**config.mk**
```make
export PLATFORM = sky130hd
export DESIGN_NAME = alu_exec_unit_flat
export DESIGN_NICKNAME = d
export VERILOG_FILES = /design/src/rtl/alu_exec_if.sv /design/src/rtl/alu_exec_unit.sv /design/src/flat_wrapper.sv
export SDC_FILE = /design/constraint.sdc
export NUM_CORES = 1
export LEC_CHECK = 0
export ABC_AREA = 1
export BUFFER_PORTS_ARGS = -buffer_cell sky130_fd_sc_hd__buf_4
export CORE_UTILIZATION = 60
export DETAILED_ROUTE_END_ITERATION = 8
export MAX_ROUTING_LAYER = met4
export PLACE_DENSITY_LB_ADDON = 0.1
export SYNTH_ARGS = -nofsm -noshare
export SYNTH_HDL_FRONTEND = slang
export SYNTH_SLANG_ARGS = --single-unit
```
**constraint.sdc**
```tcl
create_clock -name clk -period 2.9 [get_ports clk]
set_clock_uncertainty 0.15 [all_clocks]
set_input_delay 0.87 -clock clk [delete_from_list [all_inputs] [get_ports clk]]
set_output_delay 0.87 -clock clk [all_outputs]
set_load 0.01 [all_outputs]
```
**src/rtl/alu_exec_if.sv**
```systemverilog
// Instruction handshake bundle between a requester and the ALU execute sequencer.
interface alu_exec_if #(
    parameter int WIDTH = 8
) ();
    logic             instr_valid;
    logic             instr_ready;
    logic             instr_load;
    logic [2:0]       instr_op;
    logic [1:0]       instr_rd;
    logic [1:0]       instr_rs;
    logic [WIDTH-1:0] instr_imm;

    modport master (
        output instr_valid, instr_load, instr_op, instr_rd, instr_rs, instr_imm,
        input  instr_ready
    );

    modport slave (
        input  instr_valid, instr_load, instr_op, instr_rd, instr_rs, instr_imm,
        output instr_ready
    );
endinterface

```
**src/rtl/alu_exec_unit.sv**
```systemverilog
// Execute-stage sequencer for an external ALU8: register file, operand/op registers,
// result and flag write-back.
//   state | meaning
//   IDLE  | ready for an instruction
//   EXEC  | operands held on alu_a/alu_b, ALU8 settling
//   WB    | instruction retired, done asserted
module alu_exec_unit #(
    parameter int WIDTH = 8,
    parameter int NREGS = 4
) (
    input  logic             clk,
    input  logic             rst_n,
    alu_exec_if.slave        instr,
    output logic [WIDTH-1:0] alu_a,
    output logic [WIDTH-1:0] alu_b,
    output logic [2:0]       alu_op,
    input  logic [WIDTH-1:0] alu_result,
    input  logic             alu_n,
    input  logic             alu_z,
    input  logic             alu_v,
    input  logic             alu_c,
    output logic [3:0]       flags,
    output logic             done,
    input  logic [1:0]       dbg_sel,
    output logic [WIDTH-1:0] dbg_data
);

    typedef enum logic [1:0] {
        ST_IDLE = 2'd0,
        ST_EXEC = 2'd1,
        ST_WB   = 2'd2
    } state_t;

    state_t           state_q, state_d;
    logic [WIDTH-1:0] regs_q [NREGS];
    logic [WIDTH-1:0] regs_d [NREGS];
    logic [3:0]       flags_q, flags_d;
    logic [WIDTH-1:0] alu_a_q, alu_a_d;
    logic [WIDTH-1:0] alu_b_q, alu_b_d;
    logic [2:0]       alu_op_q, alu_op_d;
    logic [1:0]       rd_q, rd_d;

    always_ff @(posedge clk or negedge rst_n) begin
        if (!rst_n) begin
            state_q  <= ST_IDLE;
            for (int i = 0; i < NREGS; i++) regs_q[i] <= '0;
            flags_q  <= '0;
            alu_a_q  <= '0;
            alu_b_q  <= '0;
            alu_op_q <= '0;
            rd_q     <= '0;
        end else begin
            state_q  <= state_d;
            regs_q   <= regs_d;
            flags_q  <= flags_d;
            alu_a_q  <= alu_a_d;
            alu_b_q  <= alu_b_d;
            alu_op_q <= alu_op_d;
            rd_q     <= rd_d;
        end
    end

    always_comb begin
        state_d  = state_q;
        regs_d   = regs_q;
        flags_d  = flags_q;
        alu_a_d  = alu_a_q;
        alu_b_d  = alu_b_q;
        alu_op_d = alu_op_q;
        rd_d     = rd_q;
        unique case (state_q)
            ST_IDLE: begin
                if (instr.instr_valid) begin
                    if (instr.instr_load) begin
                        // Loads bypass the ALU entirely; operand and flag registers keep their values.
                        regs_d[instr.instr_rd] = instr.instr_imm;
                        state_d                = ST_WB;
                    end else begin
                        alu_a_d  = regs_q[instr.instr_rd];
                        alu_b_d  = regs_q[instr.instr_rs];
                        alu_op_d = instr.instr_op;
                        rd_d     = instr.instr_rd;
                        state_d  = ST_EXEC;
                    end
                end
            end
            ST_EXEC: begin
                regs_d[rd_q] = alu_result;
                flags_d      = {alu_n, alu_z, alu_v, alu_c};
                state_d      = ST_WB;
            end
            ST_WB: begin
                state_d = ST_IDLE;
            end
            default: begin
                state_d = ST_IDLE;
            end
        endcase
    end

    assign instr.instr_ready = (state_q == ST_IDLE);
    assign done              = (state_q == ST_WB);
    assign alu_a             = alu_a_q;
    assign alu_b             = alu_b_q;
    assign alu_op            = alu_op_q;
    assign flags             = flags_q;
    assign dbg_data          = regs_q[dbg_sel];

endmodule

```
**src/flat_wrapper.sv**
```systemverilog
// flat-port wrapper written by rule: the top's interface ports become plain ports
module alu_exec_unit_flat 
#(
    parameter int WIDTH = 8,
    parameter int NREGS = 4
)
  (clk, rst_n, alu_a, alu_b, alu_op, alu_result, alu_n, alu_z, alu_v, alu_c, flags, done, dbg_sel, dbg_data, instr_instr_valid, instr_instr_load, instr_instr_op, instr_instr_rd, instr_instr_rs, instr_instr_imm, instr_instr_ready);
  alu_exec_if #(.WIDTH(WIDTH)) instr_i ();
  input  logic clk;
  input  logic rst_n;
  output logic [WIDTH-1:0] alu_a;
  output logic [WIDTH-1:0] alu_b;
  output logic [2:0] alu_op;
  input  logic [WIDTH-1:0] alu_result;
  input  logic alu_n;
  input  logic alu_z;
  input  logic alu_v;
  input  logic alu_c;
  output logic [3:0] flags;
  output logic done;
  input  logic [1:0] dbg_sel;
  output logic [WIDTH-1:0] dbg_data;
  input wire logic [$bits(instr_i.instr_valid)-1:0] instr_instr_valid;
  input wire logic [$bits(instr_i.instr_load)-1:0] instr_instr_load;
  input wire logic [$bits(instr_i.instr_op)-1:0] instr_instr_op;
  input wire logic [$bits(instr_i.instr_rd)-1:0] instr_instr_rd;
  input wire logic [$bits(instr_i.instr_rs)-1:0] instr_instr_rs;
  input wire logic [$bits(instr_i.instr_imm)-1:0] instr_instr_imm;
  output wire logic [$bits(instr_i.instr_ready)-1:0] instr_instr_ready;
  assign instr_i.instr_valid = instr_instr_valid;
  assign instr_i.instr_load = instr_instr_load;
  assign instr_i.instr_op = instr_instr_op;
  assign instr_i.instr_rd = instr_instr_rd;
  assign instr_i.instr_rs = instr_instr_rs;
  assign instr_i.instr_imm = instr_instr_imm;
  assign instr_instr_ready = instr_i.instr_ready;
  alu_exec_unit #(.WIDTH(WIDTH), .NREGS(NREGS)) u_core (.clk(clk), .rst_n(rst_n), .instr(instr_i), .alu_a(alu_a), .alu_b(alu_b), .alu_op(alu_op), .alu_result(alu_result), .alu_n(alu_n), .alu_z(alu_z), .alu_v(alu_v), .alu_c(alu_c), .flags(flags), .done(done), .dbg_sel(dbg_sel), .dbg_data(dbg_data));
endmodule
```
**Word level (Yosys, flattened, before mapping)**

Cells that the tools add are included.

- Output and inout bits: 33
- Register bits: 59
- Logic and storage cells: 52

- Reductions and logical operators: 6
- Bitwise logic cells: 5
- Magnitude comparators: 6
- Eq/ne operators: 4
- Multiplexer cells: 21

Operators by type and width:

| cell | count |
|---|---|
| $bwmux W32 | 2 |
| $mux W32 | 2 |
| $mux W8 | 8 |
| $pmux W32 S2 | 1 |
| $bmux W8 S2 | 3 |
| $demux W8 S2 | 2 |
| $ge A3 B3 Y1 const B | 4 |
| $not A2 Y3 | 4 |
| $lt A3 B1 Y1 const B | 2 |
| $reduce_and A3 Y1 | 2 |
| $mux W2 | 2 |
| $ne A2 B2 Y1 const B | 2 |
| $pmux W2 S2 | 1 |
| $eq A2 B1 Y1 const B | 1 |
| $eq A2 B2 Y1 const B | 1 |
| $logic_and A1 B1 Y1 | 2 |
| $logic_not A2 Y1 | 1 |
| $reduce_bool A2 Y1 | 1 |
| $not A1 Y1 | 1 |

**Logic depth before layout (Yosys ltp)**

- Word-level depth: 9
- Gate-level depth with buffers: 8

**Worst setup path after synthesis**

No wires, ideal clock.

- Path type: input port to output port
- Start point: input dbg_sel[0]
- End point: output dbg_data[5]
- Arrival: 1.553 ns
- Slack: 0.327 ns
- Buffers on the path: 1
- Cell stages on the path: 4
- Data required time: 1.880 ns
- Cell sequence: inv_1 > clkbuf_1 > o21ai_0 > o22ai_1

- Word-level cells in the longest chain between the ends: 4

Ends and longest elaborated chain:

| element | line | RTL |
|---|---|---|
| from (decl) | flat_wrapper.sv:21 | `input logic [1:0] dbg_sel;` |
| $not A2 Y3 (implied by the code) | alu_exec_unit.sv:107 | `assign dbg_data = regs_q[dbg_sel];` |
| $bmux W8 S2 | alu_exec_unit.sv:107 |  |
| $mux W8 (implied by the code) (2 in series) | alu_exec_unit.sv:107 |  |
| to (decl) | flat_wrapper.sv:22 | `output logic [WIDTH-1:0] dbg_data;` |

Every way passes these cells. The select of a mux whose other input is x is not followed.

**Worst setup path after layout**

- Start point: input dbg_sel[0]
- End point: output dbg_data[6]

Same word-level chain as after synthesis.

==> impl_results.rst <==
.. list-table::
   :header-rows: 1

   * - Metric
     - Value
   * - Total of max-cap violations
     - 0
   * - Vertical die dimension
     - 81.65 microns
   * - Clock latency at the later pin of the worst-skew pair
     - 350 ps
   * - Routed via count divided by cell count
     - 5.682
   * - Count leader, synth
     - nand2_1
   * - Initial antenna violation count
     - 0
   * - Number of instances in the synthesized netlist
     - 587
   * - Number of enable-type register cells in the synthesized netlist
     - 0
   * - Number of gates resized after cts
     - 0
   * - Overall die area
     - 6666 sq um
   * - Leftover overflow at the end of global routing
     - 0
   * - DRC violation total after the first TritonRoute iteration
     - 333
   * - Async S/R FF share, synth
     - 100.0%
   * - # Post-CTS Setup Buffers
     - 0
   * - First-pass iteration count of the detailed router
     - 5
   * - LEAKAGE
     - 2.555 nW
   * - PD cells
     - 606.3 nW/um^2
   * - TritonCTS clock tree
     - built
   * - Part of the power in combinational logic
     - 28.7%
   * - Number of clock buffers inserted by TritonCTS
     - 9
   * - Routed length per placed instance
     - 15.50 microns
   * - Category of the worst setup path capture point
     - output pin
   * - Hold buffer count at cts
     - 0
   * - Placement row count
     - 28
   * - Clock sink count
     - 59
   * - Worst-case setup slack after placement
     - 97.82 ps
   * - Tot GR Track Use
     - 37.87%
   * - Relative contribution of the clock network to total power
     - 28.5%
   * - Port-buffer cells
     - 65
   * - Initial cell density of the core
     - 63.16%
   * - Finished Core Util
     - 74.27%
   * - DRT Wirelength
     - 11250 microns
   * - Fraction of final layout cells with drive strength greater than 1
     - 16.74%
   * - Syn nets
     - 620
   * - Min cycle time layout
     - 2867 ps
   * - Ys flop type
     - dfrtp_1
   * - IR drop worst, VDD
     - 0.0003864 V
   * - Endpoint required time on the critical path
     - 1880 ps
   * - Switch share
     - 37.32%
   * - Top-level I/O count
     - 66
   * - Fraction of the yosys area taken by sequential cells
     - 38.79%
   * - Avg Inst Size Synth
     - 6.484 sq um
   * - Yosys top cell by area
     - dfrtp_1
   * - DRT antenna net count
     - 0
   * - Maximum number of pins on one net before global-route repair
     - 60
   * - Worst Max-Slew Pin Slew
     - 717.5 ps
   * - Number of warning messages in the yosys log
     - 0
   * - Synthesized flop and latch total
     - 59
   * - Reported net switching power
     - 1.013 mW
   * - Clock transition at the registers of the reported paths
     - 70 ps
   * - FMAX
     - 0.3488 GHz
   * - Post-route fraction of the period consumed by the critical path
     - 98.85%
   * - Fin. max-slew vios
     - 0
   * - Count of different cell masters after synthesis
     - 20
   * - Largest cells by area after synthesis
     - dfrtp_1, nand2_1, nand3_1
   * - H-tree levels
     - 3
   * - Via total after detailed routing
     - 4125
   * - Number of global-route vias before repair
     - 3761
   * - Top post-synthesis cells by count
     - nand2_1, nand3_1, nor2_1
   * - RePlAce Congestion
     - 1.061
   * - Clock tree root buffer cell
     - clkbuf_8
   * - Synthesized area
     - 3806 sq um
   * - Headroom to the max-slew limit
     - 52.17%
   * - Worst setup SP type
     - input port
   * - Worst setup path class
     - in2out
   * - Number of setup violations in the final report
     - 0
   * - Setup repair after global routing missed its margin
     - true
   * - Count of antenna diodes in the layout
     - 0
   * - Smallest setup slack after layout
     - 33.38 ps
   * - Register share of total power
     - 42.9%
   * - Hold WC Path Type
     - reg2reg
   * - Detailed-route DRC error count
     - 0
   * - Critical path arrival
     - 1850 ps
   * - Hold Vio Cnt, Final
     - 0
   * - Internal Dissipation
     - 1.701 mW
   * - Result of the run
     - completed
   * - Area of the core region
     - 6026 sq um
   * - Yosys top cell area share
     - 38.79%
   * - Net total in the final layout
     - 679
   * - Worst-path fanout max
     - 17
   * - Horiz. Die Dim
     - 81.65 microns
   * - Wire length of the first global-routing pass
     - 18150 microns
   * - Area growth from synthesis to layout
     - 17.59%
   * - Total half-perimeter wirelength after legalization and detailed placement
     - 8227 microns
   * - Clock buffer depth
     - 2
[power by group through the flow]
stage | logic (mW) | registers [mW] | clock network [mW]
after floorplan | 0.453 | 1.13 | 0
after global placement | 0.746 | 1.17 | 0
after detailed placement | 0.767 | 1.17 | 0
after CTS | 0.773 | 1.15 | 0.776
after global routing | 0.880 | 1.18 | 0.804
final | 0.778 | 1.16 | 0.772
[routing by layer]
layer,routed length [microns],up-vias,global-route usage [%]
met1,4563,1880,45.28
met2,5246,240,61.33
li1,-,1956,-
met3,969,49,6.222
met4,474,0,19.82
met5,0,-,-
[kinds of logic (layout without fill, tap and decap cells)]
family,count (synthesis),count (layout),share of synthesized area [%]
buffers and inverters,77,141,9.500
and+or+nand+nor,416,416,46.38
AOI/OAI and AO/OA,35,35,5.326
DFF,59,59,38.79
[flip-flops by register name (all words and copies together), names as in the netlist]
name and count:
u_core.regs_q 32, u_core.alu_a 8, u_core.state_q 2, u_core.rd_q 2, u_core.flags 4, u_core.alu_b 8
u_core.alu_op 3
[final timing paths]
path / from / end / slack (ps) / cells after the start
worst min register to register: u_core.alu_a[4]$_DFFE_PN0P_ / u_core.alu_a[4]$_DFFE_PN0P_ / 330 / 2
worst min-delay path: u_core.alu_a[4]$_DFFE_PN0P_ / u_core.alu_a[4]$_DFFE_PN0P_ / 330 / 2
worst max register to register: u_core.state_q[0]$_DFFE_PN0P_ / u_core.alu_a[0]$_DFFE_PN0P_ / 1070 / 6
max in group asynchronous: rst_n / u_core.regs_q[4]$_DFFE_PN0P_ / 1700 / 1
min in group asynchronous: rst_n / u_core.alu_op[0]$_DFFE_PN0P_ / 410 / 1
worst max-delay path: dbg_sel[0] / dbg_data[6] / 30 / 5
[worst max-delay path: stages]
cell	delay, ps
buf_4	180
clkinvlp_4	260
o21ai_0	270
o22ai_1	100
buf_4	150
[placed cells by master, fill, tap and decap left out, types with 2 or more instances in the layout]
| master | n |
|---|---|
| nand2_1 | 234 |
| nand3_1 | 89 |
| nor2_1 | 72 |
| buf_4 | 70 |
| dfrtp_1 | 59 |
| inv_1 | 51 |
| o21ai_0 | 18 |
| nand2_2 | 9 |
| clkbuf_8 | 9 |
| o22ai_1 | 8 |
| o211ai_1 | 7 |
| nand2_4 | 4 |
| inv_2 | 3 |
| nor2_4 | 3 |
| clkinv_4 | 3 |
| clkinvlp_4 | 2 |
| o21ai_1 | 2 |
| nor2_2 | 2 |
[stage by stage]
step           std cells  hold slack [ps]  power (mW)  cell area (sq um)  setup TNS, ps
6_report             726            332.7       2.713               4476              0
5_1_grt              726            365.6       2.861               4476         -21.13
4_1_cts              726            337.2       2.702               4472              0
3_5_place_dp         710            316.8       1.935               4270              0
3_3_place_gp         710            312.8       1.912               4270              0
2_1_floorplan        587            315.2       1.583               3806              0
[final cells by class]
cell class	instances	area [sq um]
Clock buffer	9	123.9
Clock inverter	7	77.57
Fill cell	492	1550
Inverter	55	210.2
Multi-Input combinational cell	451	1968
Sequential cell	59	1476
Tap cell	75	93.84
Timing Repair Buffer	70	525.5
No activity file was read; power rests on OpenSTA's default activity.
